===== config.mk =====
export PLATFORM = sky130hd
export DESIGN_NAME = branch_predictor
export DESIGN_NICKNAME = d
export VERILOG_FILES = /design/src/rtl/bp_pkg.sv /design/src/rtl/bp_pht.sv /design/src/rtl/branch_predictor.sv
export SDC_FILE = /design/constraint.sdc
export NUM_CORES = 1
export LEC_CHECK = 0
export CAP_MARGIN = 40
export CORE_ASPECT_RATIO = 1.5
export CORE_MARGIN = 2
export CORE_UTILIZATION = 50
export CTS_BUF_LIST = sky130_fd_sc_hd__clkbuf_16
export CTS_CLUSTER_DIAMETER = 80
export DETAILED_ROUTE_END_ITERATION = 6
export DONT_BUFFER_PORTS = 1
export PLACE_DENSITY_LB_ADDON = 0.3
export SETUP_SLACK_MARGIN = 0.1
export SYNTH_ARGS = -nofsm -noshare
export SYNTH_HDL_FRONTEND = slang
export SYNTH_SLANG_ARGS = --single-unit

===== constraint.sdc =====
create_clock -name i_clk -period 5.3 [get_ports i_clk]
set_input_delay 1.06 -clock i_clk [delete_from_list [all_inputs] [get_ports i_clk]]
set_output_delay 1.06 -clock i_clk [all_outputs]
set_load 0.05 [all_outputs]

===== src/rtl/bp_pkg.sv =====
// Shared decode constants, counter-init helper and instruction decoder
// for the branch predictor.
package bp_pkg;

  localparam logic [6:0] OP_BRANCH = 7'b1100011;
  localparam logic [6:0] OP_JAL    = 7'b1101111;

  localparam logic [2:0] F3_BEQ  = 3'b000;
  localparam logic [2:0] F3_BNE  = 3'b001;
  localparam logic [2:0] F3_BLT  = 3'b100;
  localparam logic [2:0] F3_BGE  = 3'b101;
  localparam logic [2:0] F3_BLTU = 3'b110;
  localparam logic [2:0] F3_BGEU = 3'b111;

  // Weakly not-taken: one below the counter midpoint.
  function automatic int cnt_init(input int cnt_w);
    return (1 << (cnt_w - 1)) - 1;
  endfunction

  typedef struct packed {
    logic        br;
    logic        jal;
    logic [31:0] imm;
  } dec_t;

  // Classify the word and extract its sign-extended B/J immediate.
  function automatic dec_t decode(input logic [31:0] ins);
    dec_t d;
    d = '0;
    if (ins[6:0] == OP_BRANCH) begin
      case (ins[14:12])
        F3_BEQ, F3_BNE, F3_BLT, F3_BGE, F3_BLTU, F3_BGEU: d.br = 1'b1;
        default:                                          d.br = 1'b0;
      endcase
    end
    d.jal = (ins[6:0] == OP_JAL);
    if (d.br)
      d.imm = {{20{ins[31]}}, ins[7], ins[30:25], ins[11:8], 1'b0};
    else if (d.jal)
      d.imm = {{12{ins[31]}}, ins[19:12], ins[20], ins[30:21], 1'b0};
    return d;
  endfunction

endpackage


===== src/rtl/bp_pht.sv =====
// Pattern history table: flop array of saturating counters,
// one combinational read port, one registered write port.
module bp_pht
  import bp_pkg::*;
#(
  parameter int ENTRIES = 16,
  parameter int CNT_W   = 2,
  parameter int IDX_W   = $clog2(ENTRIES)
) (
  input  logic             i_clk,
  input  logic             i_rst_n,
  input  logic [IDX_W-1:0] i_rd_idx,
  output logic [CNT_W-1:0] o_rd_cnt,
  input  logic             i_wr_en,
  input  logic [IDX_W-1:0] i_wr_idx,
  input  logic             i_wr_taken
);

  localparam logic [CNT_W-1:0] CNT_MAX  = '1;
  localparam logic [CNT_W-1:0] CNT_INIT = CNT_W'(cnt_init(CNT_W));

  logic [CNT_W-1:0] r_cnt [ENTRIES];

  // The read sees the array before this edge's write lands, which gives
  // read-before-write on a same-cycle lookup and update.
  assign o_rd_cnt = r_cnt[i_rd_idx];

  // Saturating increment/decrement of the addressed counter.
  // NOTE: the array is a flop bank, so every entry takes the reset value;
  // a RAM macro could not be cleared this way.
  always_ff @(posedge i_clk or negedge i_rst_n) begin
    if (!i_rst_n) begin
      for (int i = 0; i < ENTRIES; i++) r_cnt[i] <= CNT_INIT;
    end else if (i_wr_en) begin
      if (i_wr_taken) begin
        if (r_cnt[i_wr_idx] != CNT_MAX) r_cnt[i_wr_idx] <= r_cnt[i_wr_idx] + 1'b1;
      end else begin
        if (r_cnt[i_wr_idx] != '0) r_cnt[i_wr_idx] <= r_cnt[i_wr_idx] - 1'b1;
      end
    end
  end

endmodule


===== src/rtl/branch_predictor.sv =====
// Fetch-stage branch predictor: decodes B/J instructions, computes the
// target and predicts direction (static BTFN or dynamic PHT), with a
// saturating mispredict counter.
module branch_predictor
  import bp_pkg::*;
#(
  parameter int ENTRIES = 16,
  parameter int CNT_W   = 2,
  parameter int MODE    = 1
) (
  input  logic        i_clk,
  input  logic        i_rst_n,
  input  logic        i_valid,
  input  logic [31:0] i_pc,
  input  logic [31:0] i_ins,
  input  logic        i_upd_valid,
  input  logic [31:0] i_upd_pc,
  input  logic        i_upd_taken,
  input  logic        i_upd_mispred,
  output logic        o_valid,
  output logic        o_br,
  output logic        o_jal,
  output logic [31:0] o_imm,
  output logic        o_pred_taken,
  output logic [31:0] o_target,
  output logic [15:0] o_miss_cnt
);

  localparam int IDX_W = $clog2(ENTRIES);

  logic [IDX_W-1:0] w_rd_idx;
  logic [IDX_W-1:0] w_wr_idx;
  logic [CNT_W-1:0] w_cnt;
  dec_t             w_dec;
  logic             w_pred;
  logic             w_unused;

  logic        r_valid;
  logic        r_br;
  logic        r_jal;
  logic [31:0] r_imm;
  logic        r_pred;
  logic [31:0] r_target;
  logic [15:0] r_miss_cnt;

  // Word-aligned PC bits select the counter for both lookup and update.
  assign w_rd_idx = i_pc[IDX_W+1:2];
  assign w_wr_idx = i_upd_pc[IDX_W+1:2];
  assign w_dec    = decode(i_ins);
  assign w_unused = ^{i_upd_pc[31:IDX_W+2], i_upd_pc[1:0], w_cnt};

  bp_pht #(
    .ENTRIES (ENTRIES),
    .CNT_W   (CNT_W),
    .IDX_W   (IDX_W)
  ) u_pht (
    .i_clk      (i_clk),
    .i_rst_n    (i_rst_n),
    .i_rd_idx   (w_rd_idx),
    .o_rd_cnt   (w_cnt),
    .i_wr_en    (i_upd_valid),
    .i_wr_idx   (w_wr_idx),
    .i_wr_taken (i_upd_taken)
  );

  // Direction: JAL always taken, branches by counter MSB or offset sign.
  // NOTE: every path assigns w_pred, so no latch is inferred.
  always_comb begin
    w_pred = 1'b0;
    if (w_dec.jal)
      w_pred = 1'b1;
    else if (w_dec.br)
      w_pred = (MODE == 1) ? w_cnt[CNT_W-1] : w_dec.imm[31];
  end

  // Lookup result register; payload holds when no lookup is presented.
  // NOTE: state is written with <= so all flops update from pre-edge values.
  always_ff @(posedge i_clk or negedge i_rst_n) begin
    if (!i_rst_n) begin
      r_valid  <= 1'b0;
      r_br     <= 1'b0;
      r_jal    <= 1'b0;
      r_imm    <= '0;
      r_pred   <= 1'b0;
      r_target <= '0;
    end else begin
      r_valid <= i_valid;
      if (i_valid) begin
        r_br     <= w_dec.br;
        r_jal    <= w_dec.jal;
        r_imm    <= w_dec.imm;
        r_pred   <= w_pred;
        r_target <= i_pc + w_dec.imm;
      end
    end
  end

  // Saturating count of resolved mispredictions.
  always_ff @(posedge i_clk or negedge i_rst_n) begin
    if (!i_rst_n)
      r_miss_cnt <= '0;
    else if (i_upd_valid && i_upd_mispred && r_miss_cnt != 16'hFFFF)
      r_miss_cnt <= r_miss_cnt + 16'd1;
  end

  assign o_valid      = r_valid;
  assign o_br         = r_br;
  assign o_jal        = r_jal;
  assign o_imm        = r_imm;
  assign o_pred_taken = r_pred;
  assign o_target     = r_target;
  assign o_miss_cnt   = r_miss_cnt;

endmodule


Yosys cells after proc, flatten, opt, wreduce, memory -nomap -nowiden --
Index checks and enable logic that the tools add are counted.
Word-level totals: register bits 116, input bits 102, logic and storage cells 69
Operators by class: add/sub/neg operators 4, magnitude comparators 3, eq/ne operators 10, muxes and demuxes 19, bitwise gates (word level) 2, reductions and logical operators 8
Operators by type and width (count):
- $mux 32 | 5
- $bwmux 32 | 2
- $add 32x32->32 | 1
- $add 16x1->16 const B | 1
- $bmux 2 s4 | 2
- $ne 16x16->1 const B | 1
- $eq 7x7->1 const B | 2
- $eq 3x3->1 const B | 4
- $ge 5x5->1 const B | 2
- $mux 2 | 5
- $not 4->5 | 2
- $demux 2 s4 | 1
- $reduce_or 6->1 | 1
- $lt 5x1->1 const B | 1
- $mux 1 | 4
- $reduce_bool 2->1 | 2
- $eq 3x1->1 const B | 1
- $logic_and 1x1->1 | 3
- $logic_not 3->1 | 1
- $reduce_and 3->1 | 1
- $add 2x1->2 const B | 1
- $ne 2x1->1 const B | 1
- $ne 2x2->1 const B | 1
- $sub 2x1->2 const B | 1

Logic depth before layout (Yosys ltp) --
depth after elaboration 8, mapped depth 15, gate-level depth less buffers 13

Hierarchy --
Synthesis repeated with hierarchy kept, for this count alone.
Second synthesis, totals: cells, all modules 653, area, all modules 7045.5 um^2
Modules (own cells, without submodules):
- branch_predictor | instances 1, cells an instance 497, area an instance 4901.0 um^2
- bp_pht | instances 1, cells an instance 156, area an instance 2144.6 um^2

Worst setup path after synthesis --
OpenSTA, ideal clock, no wires.
path type input -> register, from input port i_upd_pc[2], to register u_pht.r_cnt[31] in the netlist's numbering, data arrival time 4036 ps, required time 5175 ps, setup slack 1139 ps, stages 10, cells stage by stage clkbuf_1 buf_2 mux4_2 mux4_2 ha_1 mux2i_1 nand2_1 nor2_1 or4b_2 mux2_2
On the way: word-level cells in the longest chain between the ends 8, elaborated cells on any way between the ends 21, classes of those cells add/sub (2); order compare (2); eq/ne (2); mux (10); bitwise (1); reduce/logical (4)
RTL lines:
- start, declared | line branch_predictor.sv:17 | input logic [31:0] i_upd_pc,
- $not 4->5 (not written as such) * | line bp_pht.sv:36, bp_pht.sv:38
- $bmux 2 s4, or another cell as far along | line bp_pht.sv:36, bp_pht.sv:38
- $mux 2 (not written as such) or $logic_and 1x1->1 (tied branches) | line bp_pht.sv:36, bp_pht.sv:38
- $mux 2 (not written as such) | line bp_pht.sv:36, bp_pht.sv:38
- $sub 2x1->2, or another cell as far along | line bp_pht.sv:38 | if (r_cnt[i_wr_idx] != '0) r_cnt[i_wr_idx] <= r_cnt[i_wr_idx] - 1'b1;
- $bwmux 32 (on tied branches) | line bp_pht.sv:38, bp_pht.sv:36
- $mux 32 (on tied branches) | line bp_pht.sv:38, bp_pht.sv:36
- $mux 32 | line bp_pht.sv:35 | if (i_wr_taken) begin
- end, declared | line bp_pht.sv:22 | logic [CNT_W-1:0] r_cnt [ENTRIES];
Mark *: on every way between the ends. The rest lies on a longest branch, timed or not. The select of a mux whose other input is x is not followed. A chain may end at the register's enable or synchronous reset.

==> results by group <==
Critical path
  • Critical-path maximum fanout: 9
  • Reg2reg path depth: 10
  • CP arrival: 4.42 ns
  • Worst setup SP type: input pin
  • Critical Path Sink Type: flop
  • R2R Setup Slk: 2.09 ns
  • Kind of critical path: input pin to flop
  • Worst r2r dst: u_pht.r_cnt[31]
  • Worst Setup EP: o_target[29]
  • Worst EP required: 5.51 ns
  • Worst Setup SP: i_ins[5]

Clock network
  • Clk slew on worst S/H paths: 0.08 ns
  • CTS tree: yes
  • Resize count post-CTS: 0
  • CTS buffer count: 9
  • Cts hold-fix bufs: 0
  • Post-CTS setup buffer count: 0
  • Worst skew pair latency: 0.34 ns
  • Clock Sinks: 104
  • Worst-case clock buffer depth: 2
  • H-tree depth: 3
  • Root buffer cell: clkbuf_16

Timing
  • Tightest Pin Transition: 0.692 ns
  • Fin Hold WS: 0.406 ns
  • Clock skew: 0.00977 ns
  • Worst Setup Slack, final: 1.09 ns
  • Pins over their slew limit: 0
  • Slew margin rel.: 53.5%
  • Final period util: 79.5%
  • Post-layout minimum cycle time: 4.21 ns
  • Fin Setup TNS: 0 ns
  • Final setup viols: 0
  • Count of final hold-check violations: 0
  • F_max: 0.237 GHz
  • RSZ-0062 raised after global routing: no

Floorplanning
  • Initial Util: 50.7%
  • # IOs: 186
  • Die Height: 147 um
  • Die width: 99.2 um
  • Core area: 13,400 um^2
  • Placement row count: 52
  • Die ar.: 14,600 um^2

Cells and area
  • Final Util: 53.4%
  • Post-route cell area: 7160 um^2
  • Antenna diodes: 0
  • Final net count: 777
  • Layout cells sized above 1: 19.2%
  • Final cell count without fillers: 808
  • Area growth, synth to finish: 5.41%
  • Most frequent cells in the layout: dfrtp_1, mux2_2, nand2_1, nor2_1, a21oi_1
  • Most common cell after layout, fill and taps aside: dfrtp_1

Synthesis
  • Synthesized area: 6800 um^2
  • Post-synth EDFFs: 0
  • Post-synth top area share: 32.4%
  • Sequential share of the synthesized area: 38.6%
  • Synth async-reset ratio: 100%
  • Number of distinct library cells after synthesis: 67
  • Yosys top cell by area: dfrtp_1
  • Main synth FF type: dfrtp_1
  • Yosys reg bits: 104
  • Synth area leaders: dfrtp_1, mux2_2, dfstp_2
  • Mapped Cells: 671
  • Syn Area/Cell: 10.1 um^2
  • Synth warn: 0
  • Syn Nets: 807

Global route
  • Largest net degree at the start of global routing: 105
  • Overflow after GRT: 0
  • First-pass GRT wire length: 29.5 mm
  • Initial antenna violation count: 0
  • Total global-route track usage: 25.7%
  • Vias in the first global route: 5,514

Power
  • Total Power: 2.53 mW
  • Power per cell area: 354 nW/um^2
  • Leak: 3.24 nW
  • Max IR drop VDD: 0.318 mV

Drt
  • First-pass DRT Iterations: 4
  • Routed Antenna Nets: 0
  • DR DRC count: 0
  • Wire per inst: 22.9 um
  • DRT iter0 DRCs: 212
  • Vias: 5,283
  • Detailed Route WL: 18.5 mm
  • Vias per inst: 6.54

Placement
  • PortBufs: 0
  • DP Cell Count: 792
  • DP HPWL: 14.1 mm
  • Routability cong.: 0.954
  • Cell Area, Placed: 6840 um^2
  • Post-place setup slack: 0.731 ns

Min path
  • Hold crit path type: input pin to async pin

Outcome
  • Status: complete, no violations

Job
  • Max-cap violations: 0
-- cells in the mapped netlist (11+ instances only) --
master / instances
dfstp_2: 16
a21o_1: 22
nor2_1: 46
buf_4: 12
ha_1: 33
buf_2: 11
nand2b_1: 11
mux2_2: 63
clkbuf_1: 20
and3_1: 15
mux4_2: 13
a21oi_1: 35
o21ai_0: 22
nor3_1: 17
nand3_1: 15
nand4_1: 18
inv_1: 12
xnor2_1: 18
nand2_1: 55
dfrtp_1: 88
-- final cells by class --
type                       instances  area, um^2
timing repair buffer               6        85.1
tap                              162         203
multi-input combinational        508        3880
clock inverter                     7        93.8
fill                            1215        6240
inverter                          12        45.0
clock buffer                       9         225
sequential                       104        2630
-- where the power goes --
| group | internal [mW] | switching, mW | leakage [nW] |
|---|---|---|---|
| combinational | 0.274 | 0.234 | 1.79 |
| clock | 0.416 | 0.308 | 0.158 |
| sequential | 0.997 | 0.304 | 1.29 |
-- worst max-delay path, stage by stage --
cell and delay [ns]:
nand3_1 0.07, nor3b_2 0.28, and3_1 0.46, and2_1 0.39, a21o_1 0.15, ha_1 0.30
nand4_1 0.29, nor3_1 0.46, nand2b_1 0.10, a31o_2 0.25, o2111a_1 0.14, or4_1 0.46
-- routing by layer --
| layer | vias to the layer above | routed length, um | part of all wire, % | GRT usage (%) |
|---|---|---|---|---|
| met5 | - | 0 | 0 | 0 |
| met4 | 0 | 806 | 4.4 | 11.8 |
| met3 | 46 | 1330 | 7.2 | 6.80 |
| met2 | 185 | 9940 | 54 | 46.4 |
| met1 | 2627 | 6450 | 35 | 27.5 |
| li1 | 2425 | - | - | - |
-- cell families after synthesis --
logic type,synth area share (%)
compound gates,15.9
xor+xnor,3.61
fa+ha+maj,6.37
buf+inv,4.23
flops,38.6
mux,15.8
other cells,0.0552
simple gates,15.4
-- worst min path at each step --
| stage | endpoint | slack (ns) | depth (start not counted) |
|---|---|---|---|
| floorplan | flop | 0.46 | 2 |
| global placement | flop | 0.47 | 2 |
| detailed placement | flop | 0.48 | 2 |
| finish | o_target[7] | 0.41 | 0 |
| CTS | o_target[11] | 0.40 | 0 |
| global route | o_target[25] | 0.38 | 0 |
Power figures use the tool's default switching activity.
